===== src/rtl/mem_access_unit_if.sv =====
// Wishbone classic data-bus bundle between the MEM-stage access unit (master)
// and the data memory / peripheral fabric (slave).
interface mem_access_unit_if #(
  parameter int ADDR_WIDTH = 32,
  parameter int DATA_WIDTH = 32
);
  logic                    wb_cyc_o;
  logic                    wb_stb_o;
  logic                    wb_we_o;
  logic                    wb_ack_i;
  logic [ADDR_WIDTH-1:0]   wb_adr_o;
  logic [DATA_WIDTH-1:0]   wb_dat_o;
  logic [DATA_WIDTH-1:0]   wb_dat_i;
  logic [DATA_WIDTH/8-1:0] wb_sel_o;

  modport master (
    output wb_cyc_o, wb_stb_o, wb_we_o, wb_adr_o, wb_dat_o, wb_sel_o,
    input  wb_ack_i, wb_dat_i
  );

  modport slave (
    input  wb_cyc_o, wb_stb_o, wb_we_o, wb_adr_o, wb_dat_o, wb_sel_o,
    output wb_ack_i, wb_dat_i
  );
endinterface


===== src/rtl/mem_access_unit.sv =====
// MEM-stage Wishbone classic master: one bus transaction per load/store, aligned
// sign-extended load data. Optional ack timeout enabled by MEM_ACCESS_TIMEOUT_EN.
module mem_access_unit #(
  parameter int ADDR_WIDTH     = 32,
  parameter int DATA_WIDTH     = 32,
  parameter int TIMEOUT_CYCLES = 255
) (
  input  logic                  clk,
  input  logic                  reset,
  input  logic                  mem_read_i,
  input  logic                  mem_write_i,
  input  logic                  mem_size_i,
  input  logic [ADDR_WIDTH-1:0] mem_addr_i,
  input  logic [DATA_WIDTH-1:0] mem_wdata_i,
  output logic [DATA_WIDTH-1:0] mem_rdata_o,
  output logic                  stall_o,
  output logic                  bus_err_o,
  mem_access_unit_if.master     wb
);

  localparam int SEL_W = DATA_WIDTH / 8;

  typedef enum logic [1:0] {IDLE, BUSY, DONE} state_t;

  state_t     state_q, state_d;
  logic       req;
  logic       launch;
  logic       ack_busy;
  logic       timeout_hit;
  logic       size_q;
  logic [1:0] lane_q;

  function automatic logic [SEL_W-1:0] lane_sel(input logic size, input logic [1:0] lane);
    return size ? {SEL_W{1'b1}} : (SEL_W'(1) << lane);
  endfunction

  function automatic logic [DATA_WIDTH-1:0] lane_data(input logic size,
                                                      input logic [DATA_WIDTH-1:0] wdata);
    return size ? wdata : {SEL_W{wdata[7:0]}};
  endfunction

  // Byte loads pick the addressed lane and sign-extend it through a signed cast.
  function automatic logic [DATA_WIDTH-1:0] load_align(input logic size,
                                                       input logic [1:0] lane,
                                                       input logic [DATA_WIDTH-1:0] rdata);
    logic signed [7:0]            lane_byte;
    logic signed [DATA_WIDTH-1:0] lane_ext;
    lane_byte = rdata[{lane, 3'b000} +: 8];
    lane_ext  = DATA_WIDTH'(lane_byte);
    return size ? rdata : lane_ext;
  endfunction

  assign req = mem_read_i | mem_write_i;

  always_ff @(posedge clk) begin
    if (reset) begin
      state_q <= IDLE;
    end else begin
      state_q <= state_d;
    end
  end

  always_comb begin
    state_d = state_q;
    case (state_q)
      IDLE:    if (req) state_d = BUSY;
      BUSY:    if (wb.wb_ack_i || timeout_hit) state_d = DONE;
      DONE:    state_d = IDLE;
      default: state_d = IDLE;
    endcase
  end

  // DONE releases the stall so EX/MEM and MEM/WB advance at the closing edge.
  always_comb begin
    stall_o  = req && (state_q != DONE);
    launch   = (state_q == IDLE) && req;
    ack_busy = (state_q == BUSY) && wb.wb_ack_i;
  end

`ifdef MEM_ACCESS_TIMEOUT_EN
  localparam int CNT_W = (TIMEOUT_CYCLES > 255) ? $clog2(TIMEOUT_CYCLES + 1) : 8;

  logic [CNT_W-1:0] wait_cnt_q;
  logic             bus_err_q;

  // Counter sits at zero outside BUSY, so it starts clean on every entry.
  always_ff @(posedge clk) begin
    if (reset || (state_q != BUSY)) begin
      wait_cnt_q <= '0;
    end else begin
      wait_cnt_q <= wait_cnt_q + 1'b1;
    end
  end

  assign timeout_hit = (state_q == BUSY) && !wb.wb_ack_i &&
                       (wait_cnt_q == CNT_W'(TIMEOUT_CYCLES - 1));

  always_ff @(posedge clk) begin
    if (reset) begin
      bus_err_q <= 1'b0;
    end else begin
      bus_err_q <= timeout_hit;
    end
  end

  assign bus_err_o = bus_err_q;
`else
  assign timeout_hit = 1'b0;
  assign bus_err_o   = 1'b0;
`endif

  // Bus outputs are flops; cyc/stb follow the next state so they drop with ack.
  always_ff @(posedge clk) begin
    if (reset) begin
      wb.wb_cyc_o <= 1'b0;
      wb.wb_stb_o <= 1'b0;
      wb.wb_we_o  <= 1'b0;
      wb.wb_adr_o <= '0;
      wb.wb_dat_o <= '0;
      wb.wb_sel_o <= '0;
      size_q      <= 1'b0;
      lane_q      <= 2'b00;
    end else begin
      wb.wb_cyc_o <= (state_d == BUSY);
      wb.wb_stb_o <= (state_d == BUSY);
      if (launch) begin
        wb.wb_adr_o <= {mem_addr_i[ADDR_WIDTH-1:2], 2'b00};
        wb.wb_sel_o <= lane_sel(mem_size_i, mem_addr_i[1:0]);
        wb.wb_dat_o <= lane_data(mem_size_i, mem_wdata_i);
        wb.wb_we_o  <= mem_write_i;
        size_q      <= mem_size_i;
        lane_q      <= mem_addr_i[1:0];
      end
    end
  end

  always_ff @(posedge clk) begin
    if (reset) begin
      mem_rdata_o <= '0;
    end else if (ack_busy && !wb.wb_we_o) begin
      mem_rdata_o <= load_align(size_q, lane_q, wb.wb_dat_i);
    end else if (timeout_hit && !wb.wb_we_o) begin
      mem_rdata_o <= '0;
    end
  end

endmodule


===== src/flat_wrapper.sv =====
// flat-port wrapper written by rule: the top's interface ports become plain ports
module mem_access_unit_flat 
#(
  parameter int ADDR_WIDTH     = 32,
  parameter int DATA_WIDTH     = 32,
  parameter int TIMEOUT_CYCLES = 255
)
  (clk, reset, mem_read_i, mem_write_i, mem_size_i, mem_addr_i, mem_wdata_i, mem_rdata_o, stall_o, bus_err_o, wb_wb_cyc_o, wb_wb_stb_o, wb_wb_we_o, wb_wb_adr_o, wb_wb_dat_o, wb_wb_sel_o, wb_wb_ack_i, wb_wb_dat_i);
  mem_access_unit_if #(.ADDR_WIDTH(ADDR_WIDTH), .DATA_WIDTH(DATA_WIDTH)) wb_i ();
  input  logic clk;
  input  logic reset;
  input  logic mem_read_i;
  input  logic mem_write_i;
  input  logic mem_size_i;
  input  logic [ADDR_WIDTH-1:0] mem_addr_i;
  input  logic [DATA_WIDTH-1:0] mem_wdata_i;
  output logic [DATA_WIDTH-1:0] mem_rdata_o;
  output logic stall_o;
  output logic bus_err_o;
  output wire logic [$bits(wb_i.wb_cyc_o)-1:0] wb_wb_cyc_o;
  output wire logic [$bits(wb_i.wb_stb_o)-1:0] wb_wb_stb_o;
  output wire logic [$bits(wb_i.wb_we_o)-1:0] wb_wb_we_o;
  output wire logic [$bits(wb_i.wb_adr_o)-1:0] wb_wb_adr_o;
  output wire logic [$bits(wb_i.wb_dat_o)-1:0] wb_wb_dat_o;
  output wire logic [$bits(wb_i.wb_sel_o)-1:0] wb_wb_sel_o;
  input wire logic [$bits(wb_i.wb_ack_i)-1:0] wb_wb_ack_i;
  input wire logic [$bits(wb_i.wb_dat_i)-1:0] wb_wb_dat_i;
  assign wb_wb_cyc_o = wb_i.wb_cyc_o;
  assign wb_wb_stb_o = wb_i.wb_stb_o;
  assign wb_wb_we_o = wb_i.wb_we_o;
  assign wb_wb_adr_o = wb_i.wb_adr_o;
  assign wb_wb_dat_o = wb_i.wb_dat_o;
  assign wb_wb_sel_o = wb_i.wb_sel_o;
  assign wb_i.wb_ack_i = wb_wb_ack_i;
  assign wb_i.wb_dat_i = wb_wb_dat_i;
  mem_access_unit #(.ADDR_WIDTH(ADDR_WIDTH), .DATA_WIDTH(DATA_WIDTH), .TIMEOUT_CYCLES(TIMEOUT_CYCLES)) u_core (.clk(clk), .reset(reset), .mem_read_i(mem_read_i), .mem_write_i(mem_write_i), .mem_size_i(mem_size_i), .mem_addr_i(mem_addr_i), .mem_wdata_i(mem_wdata_i), .mem_rdata_o(mem_rdata_o), .stall_o(stall_o), .bus_err_o(bus_err_o), .wb(wb_i));
endmodule

===== config.mk =====
export PLATFORM = sky130hd
export DESIGN_NAME = mem_access_unit_flat
export DESIGN_NICKNAME = d
export VERILOG_FILES = /design/src/rtl/mem_access_unit_if.sv /design/src/rtl/mem_access_unit.sv /design/src/flat_wrapper.sv
export SDC_FILE = /design/constraint.sdc
export NUM_CORES = 1
export LEC_CHECK = 0
export CAP_MARGIN = 5
export CORE_MARGIN = 2
export CORE_UTILIZATION = 35
export DETAILED_ROUTE_END_ITERATION = 12
export MAX_ROUTING_LAYER = met4
export PLACE_DENSITY_LB_ADDON = 0.25
export SYNTH_ARGS = -nofsm -noshare
export SYNTH_HDL_FRONTEND = slang
export SYNTH_SLANG_ARGS = --single-unit

===== constraint.sdc =====
create_clock -name clk -period 4.06 [get_ports clk]
set_clock_uncertainty 0.15 [all_clocks]
set_input_delay 0.812 -clock clk [delete_from_list [all_inputs] [get_ports clk]]
set_output_delay 0.812 -clock clk [all_outputs]
set_load 0.1 [all_outputs]

After elaboration in Yosys (flattened, before gate mapping)
Index checks and enable logic that the tools add are counted.
Cells by class
  add/sub/neg operators: 0
  multipliers: 0
  div/mod/pow operators: 0
  magnitude comparators: 0
  equal/unequal tests: 3
  shift-type cells: 2
  mux-type cells: 6
  bitwise gates (word level): 1
  reduce and logical (&&, ||, !) cells: 6
Operators by type and width (count)
  $mux W32: 2
  $shiftx A32 B6 Y8: 1
  $eq A2 B1 Y1 const B: 2
  $logic_and A1 B1 Y1: 4
  $mux W2: 2
  $mux W4: 1
  $pmux W2 S2: 1
  $shl A1 B2 Y4 const A: 1
  $logic_not A2 Y1: 1
  $ne A2 B2 Y1 const B: 1
  $logic_not A1 Y1: 1
  $or A1 B1 Y1: 1
Word-level totals
  flip-flop bits (word level): 105
  bits in latches: 0
  RAM bits: 0
  bits in read-only memories: 0
  input port bits: 102
  output and inout bits: 105
  logic and storage cells: 27
  memories: 0

Logic depth before layout (Yosys ltp)
Gate-level depths: netlist of run 1.
  word-level depth: 4
  gate-level depth with buffers: 5
  depth with buffers taken out: 3

Least setup slack after synthesis of run 1
Ideal clock, no wire load.
  path kind: input -> output
  start: in mem_write_i
  end: out stall_o
  arrival time: 2.563 ns
  data required time: 3.098 ns
  slack: 0.535 ns
  stages: 3
  buffers on the path: 1
  path through: nor2_1 > clkbuf_1 > a21oi_1
On the way
  word-level cells in the longest chain between the ends: 2
Ends and longest elaborated chain
  start: declaration: RTL line flat_wrapper.sv:13  | input logic mem_write_i;
  $or A1 B1 Y1: RTL line mem_access_unit.sv:53  | assign req = mem_read_i | mem_write_i;
  $logic_and A1 B1 Y1: RTL line mem_access_unit.sv:75  | stall_o = req && (state_q != DONE);
  end: declaration: RTL line flat_wrapper.sv:18  | output logic stall_o;
Every way passes these cells.

Worst setup path after layout of run 1
  start: reg u_core.wb.wb_sel_o[3]
  end: out wb_wb_sel_o[3]
RTL lines
  start: declaration: RTL line mem_access_unit_if.sv:17  | output wb_cyc_o, wb_stb_o, wb_we_o, wb_adr_o, wb_dat_o, wb_sel_o,
  start signal: assignment: RTL line mem_access_unit.sv:128  | wb.wb_sel_o <= lane_sel(mem_size_i, mem_addr_i[1:0]);
  end: declaration: RTL line flat_wrapper.sv:25  | output wire logic [$bits(wb_i.wb_sel_o)-1:0] wb_wb_sel_o;
No word-level cell between the ends.

==> run metrics, run 1 <==
Mapped Cells roughly 510; Rows 41; power consumption 0.00335 W; Leak 2.43 nW; Max stage delay on crit path 1.17 ns; Max-Cap Viols 0; Max-slew headroom 31.5%; starting density of the core between 30% and 40%; initial antenna violation count 0; Die X 118 µm; Cell Area, Synth 4580 µm²; most frequent cells in the layout 201 x clkdlybuf4s50_1, 105 x dfxtp_1, 76 x a21oi_1; area delta synth->final 51.5%; CP Capture Type primary output; Synth warnings 0; crit start category flip-flop; fin nets around 780; RSZ-0062 raised after global routing no; peak supply drop 0.000351 V; Finish-stage setup viols 0; CORE AREA 12,700 µm²; number of diodes 0; Pre-antenna DRT Iters 4; Final Hold Viols 0; clk sinks roughly 110; setup slack, reg-to-reg about 1.9 ns; count of input and output buffers 203; # DRC 0; post-synth top area share 45.9%; Post-CTS Setup Bufs 0; sequential-to-total area share from yosys stat 45.9%; DRT iter0 DRCs 254; slowest stage cell, crit path clkdlybuf4s50_1; Congestion Overflow GR 0; Power Density roughly 480 nW/µm²; commonest non-fill, non-tap cell in the layout clkdlybuf4s50_1; layout cells sized above 1 8.09%; I/O Pins around 210; top cells by area, synth dfxtp_1 46%, a21oi_1 8.3%, a311oi_2 6.6%; Post-CTS Hold Fix Bufs 0; WP data required 3.10 ns; EDFF count, synth 0; Clock H-tree levels 3; DP HPWL 10.3 mm; Clock Tree Root clkbuf_16; worst-path maximum fanout 2; Die H ~120 µm; crit path DAT 1.87 ns; Post-Place Cell Area ~6600 µm²; flops & latches, synth 105; measured slew at the worst slew-check pin 1.02 ns; Final Cell Area 6940 µm²; period utilization 69.7%; DRT Wirelength 14.8 mm; total negative slack 0 ns; vias in the first global route around 4,500; via/cell ratio 5.37; GRT Total Usage 21.4%; Clock Latency Late Sink 0.35 ns; post-layout min period 2.83 ns; pin count of the biggest net entering global routing 44; outcome finished, final reports clean; Top FF cell, synth dfxtp_1; ANT nets after route 0; f_max 353 MHz; Post-synth ARST share 0%; RD Place Congestion 0.841; global-route wire length before repair 23.6 mm; die footprint roughly 14,000 µm²; Hold WC Path Type reg -> reg; CTS tree built; clock buffer count from CTS 9; Worst-path clk slew 0.07 ns; Top delay family on crit path buffers and inverters; synthesized area per cell 9.01 µm²; Setup CP Type reg -> out; via count 4,579; Synth cell types 36; max-slew violations 0; area leader, netlist dfxtp_1; cts repair resizes 0; critical-path cell list clkdlybuf4s50_1; WL/cell 17.4 µm; maximum root-to-sink buffer count 2; CP Buf/Inv Count 1
==> layer usage <==
layer	vias up	track usage, %	share of wire, %
met2	181	34.3	49
met5	-	-	0
met1	2190	26.3	43
met3	21	5.79	6.5
met4	0	6.40	1.5
li1	2187	-	-
==> kinds of logic (layout without fill, tap and decap cells) <==
kind of cell,after synthesis,count (layout),synth area share [%]
AOI/OAI and AO/OA,192,192,28.5
muxes,26,26,5.99
and+or+nand+nor,121,121,13.0
DFF,105,105,45.9
other,1,3,0.0819
buffers and inverters,63,233,6.48
==> synth_stat cells (2+ instances only) <==
cell type and number:
a21oi_1 76, clkbuf_1 33, dfxtp_1 105, o22ai_1 7, a311oi_2 20, nor2b_1 6, a211oi_1 34, mux2i_1 24
nor4b_1 2, buf_4 7, o32ai_1 6, inv_1 5, nand2_1 26, buf_2 15, nor2_1 29, a311oi_1 5
buf_6 2, nand3_1 41, nand2b_1 7, o21ai_0 42
==> final cells by class <==
type,instances,area (µm²)
clock buffer,14,274
multi-input combinational,342,2200
timing repair buffer,212,2090
fill,1171,5740
inverter,5,18.8
clock inverter,2,35.0
sequential,105,2100
tap,172,215
==> sequential cells by signal, indices dropped and copies added, names as in the netlist <==
signal	cells
u_core.mem_rdata_o	32
u_core.wb.wb_dat_o	32
u_core.wb.wb_adr_o	30
u_core.wb.wb_sel_o	4
u_core.lane_q	2
u_core.state_q	2
u_core.size_q	1
u_core.wb.wb_stb_o	1
u_core.wb.wb_we_o	1
==> path summary, 6_finish.rpt <==
kind                           from                endpoint  cells after the start
max           u_core.wb.wb_sel_o[3]          wb_wb_sel_o[3]                      1
min          u_core.wb.wb_adr_o[23]  u_core.wb.wb_adr_o[23]                      2
max reg2reg       u_core.state_q[1]  u_core.wb.wb_dat_o[12]                      4
min reg2reg  u_core.wb.wb_adr_o[23]  u_core.wb.wb_adr_o[23]                      2
==> through the flow <==
step	utilization, %	hold slack (ns)	setup WS [ns]	instances
after global placement	52.3	0.310	1.13	836
after CTS	54.7	0.327	1.22	852
after floorplan	-	0.312	0.535	510
after detailed placement	52.3	0.317	1.00	836
after global routing	54.7	0.351	1.19	852
final	54.7	0.328	1.23	852
==> where the power goes <==
part | switching, W | leakage (nW) | internal [W]
logic | 0.000924 | 1.41 | 0.000341
registers | 0.0000588 | 0.865 | 0.00112
clock network | 0.000374 | 0.153 | 0.000529
total | 0.00136 | 2.43 | 0.00199
No activity file was read; power rests on OpenSTA's default activity.
==> inputs of run 2 (changes only) <==
==> constraint.sdc (replaced) <==
create_clock -name clk -period 2.51 [get_ports clk]
set_clock_uncertainty 0.15 [all_clocks]
set_input_delay 0.502 -clock clk [delete_from_list [all_inputs] [get_ports clk]]
set_output_delay 0.502 -clock clk [all_outputs]
set_load 0.1 [all_outputs]
==> run 2 against run 1 <==
  * Non-clock buffer count is 6 higher
  * Clock power is 73% higher
  * Flip-flop and latch count stayed put
  * Sequential share of layout area is 0.53 points higher
  * Worst setup slack worse by 0.85 ns
  * Global-route usage is 0.081 points lower
  * Power is 64% higher
  * Clock-buffer cell count is 3 lower
  * Critical path type is now in -> out
  * Largest cell class unchanged
  * Largest power group unchanged
==> run metrics, run 2 (synthesized netlist as in run 1, its figures left out) <==
max-slew violations 0; DRT Wirelength 14.6 mm; Largest regs u_core.mem_rdata_o x32, u_core.wb.wb_dat_o x32, u_core.wb.wb_adr_o x30; power consumption 0.00549 W; starting density of the core between 30% and 40%; grt met2 use 31.4%; pin count of the biggest net entering global routing 60; Finish-stage setup viols 0; multi-input logic area 2200 µm²; RD Place Congestion 0.819; vias in the first global route 4,404; WP data required 1.86 ns; Max-Cap Viols 0; Setup CP Type in -> out; measured slew at the worst slew-check pin between 0.6 and 0.7 ns; outcome finished, final reports clean; CTS tree built; via count 4,583; Congestion Overflow GR 0; Leak 2.66 nW; f_max 470 MHz; Hold WC Path Type reg -> reg; most frequent cells in the layout 113 x buf_4, 105 x dfxtp_1, 100 x clkdlybuf4s50_1; Max-slew headroom 57.0%; Post-Place Cell Area approximately 6500 µm²; GR peak layer met2; peak supply drop 0.000490 V; # DRC 0; worst-path maximum fanout 4; cts repair resizes 0; dpl ws roughly 0.23 ns; CORE AREA 12,700 µm²; crit path DAT 1.47 ns; die footprint 14,000 µm²; number of diodes 0; I/O Pins 207; WL/cell 17.0 µm; met3 GRT Util 4.73%; Worst-path clk slew 0.07 ns; final worst slack 0.383 ns; layout cells sized above 1 about a quarter; area delta synth->final 48.9%; R2R depth 3; ANT nets after route 0; CP Capture Type primary output; Hold Path Stages 2; crit start category input port; Die X 118 µm; Final Cell Area 6820 µm²; clk sinks 105; Pre-antenna DRT Iters 4; Clock H-tree levels 3; commonest non-fill, non-tap cell in the layout buf_4; Power Density 806 nW/µm²; Clock Tree Root clkbuf_16; Die H 118 µm; RSZ-0062 raised after global routing no; post-layout min period 2.13 ns; Final Hold Viols 0; maximum root-to-sink buffer count 2; via/cell ratio 5.34; total negative slack 0 ns; DP HPWL 10.3 mm; Clock Latency Late Sink 0.35 ns; initial antenna violation count 0; DRT iter0 DRCs 294; clock buffer count from CTS 9; Rows 41; fin nets 783; global-route wire length before repair 23.4 mm; Post-CTS Setup Bufs 0; worst hold margin 0.326 ns; period utilization 84.7%; Storage cell area 2100 µm²; count of input and output buffers 203; Post-CTS Hold Fix Bufs 0; Fill cells 1,183; met1 Usage GRT around 28%; GRT Total Usage 21.3%
==> run 2: cell count changes in the layout (fill, tap and decap cells not counted), sizes merged <==
cell / previous run / this run
clkinv: 1 / 2
clkdlybuf4s50: 201 / 100
bufinv: 1 / 2
clkbuf: 14 / 11
buf: 11 / 118
clkinvlp: 0 / 1
==> run 2: worst max-delay path, stage by stage <==
cell and delay, ns:
clkdlybuf4s50_1 0.44, nor2_2 0.27, a21oi_2 0.08, buf_12 0.18
==> run 2: per-stage QoR <==
step                      std cells  util, %
after floorplan                 510        -
after global placement          842     51.2
after detailed placement        842     51.2
after CTS                       858     53.8
after global routing            858     53.8
final                           858     53.8
==> run 2: metal layers <==
layer,vias up,wire length [µm]
li1,2203,-
met1,2163,6480
met2,186,6620
met3,31,1020
met4,0,490
met5,-,0
==> run 2: path summary, 6_finish.rpt <==
| path | start | endpoint | slack (ns) |
|---|---|---|---|
| setup / recovery | mem_write_i | stall_o | 0.38 |
| hold / removal | u_core.wb.wb_adr_o[28] | u_core.wb.wb_adr_o[28] | 0.33 |
| setup reg to reg | u_core.lane_q[0] | u_core.mem_rdata_o[18] | 0.62 |
| hold reg to reg | u_core.wb.wb_adr_o[28] | u_core.wb.wb_adr_o[28] | 0.33 |
==> run 2: power breakdown <==
part           internal (W)  switching, W
sequential          0.00181     0.0000907
combinational      0.000527       0.00150
clock              0.000925      0.000630
==> run 2: cell type report <==
class	instances	share of cell area (%)
clock buffer	11	3.71
clock inverter	5	1.14
inverter	5	0.275
multi-input combinational	342	32.3
sequential	105	30.8
tap	172	3.16
timing repair buffer	218	28.6
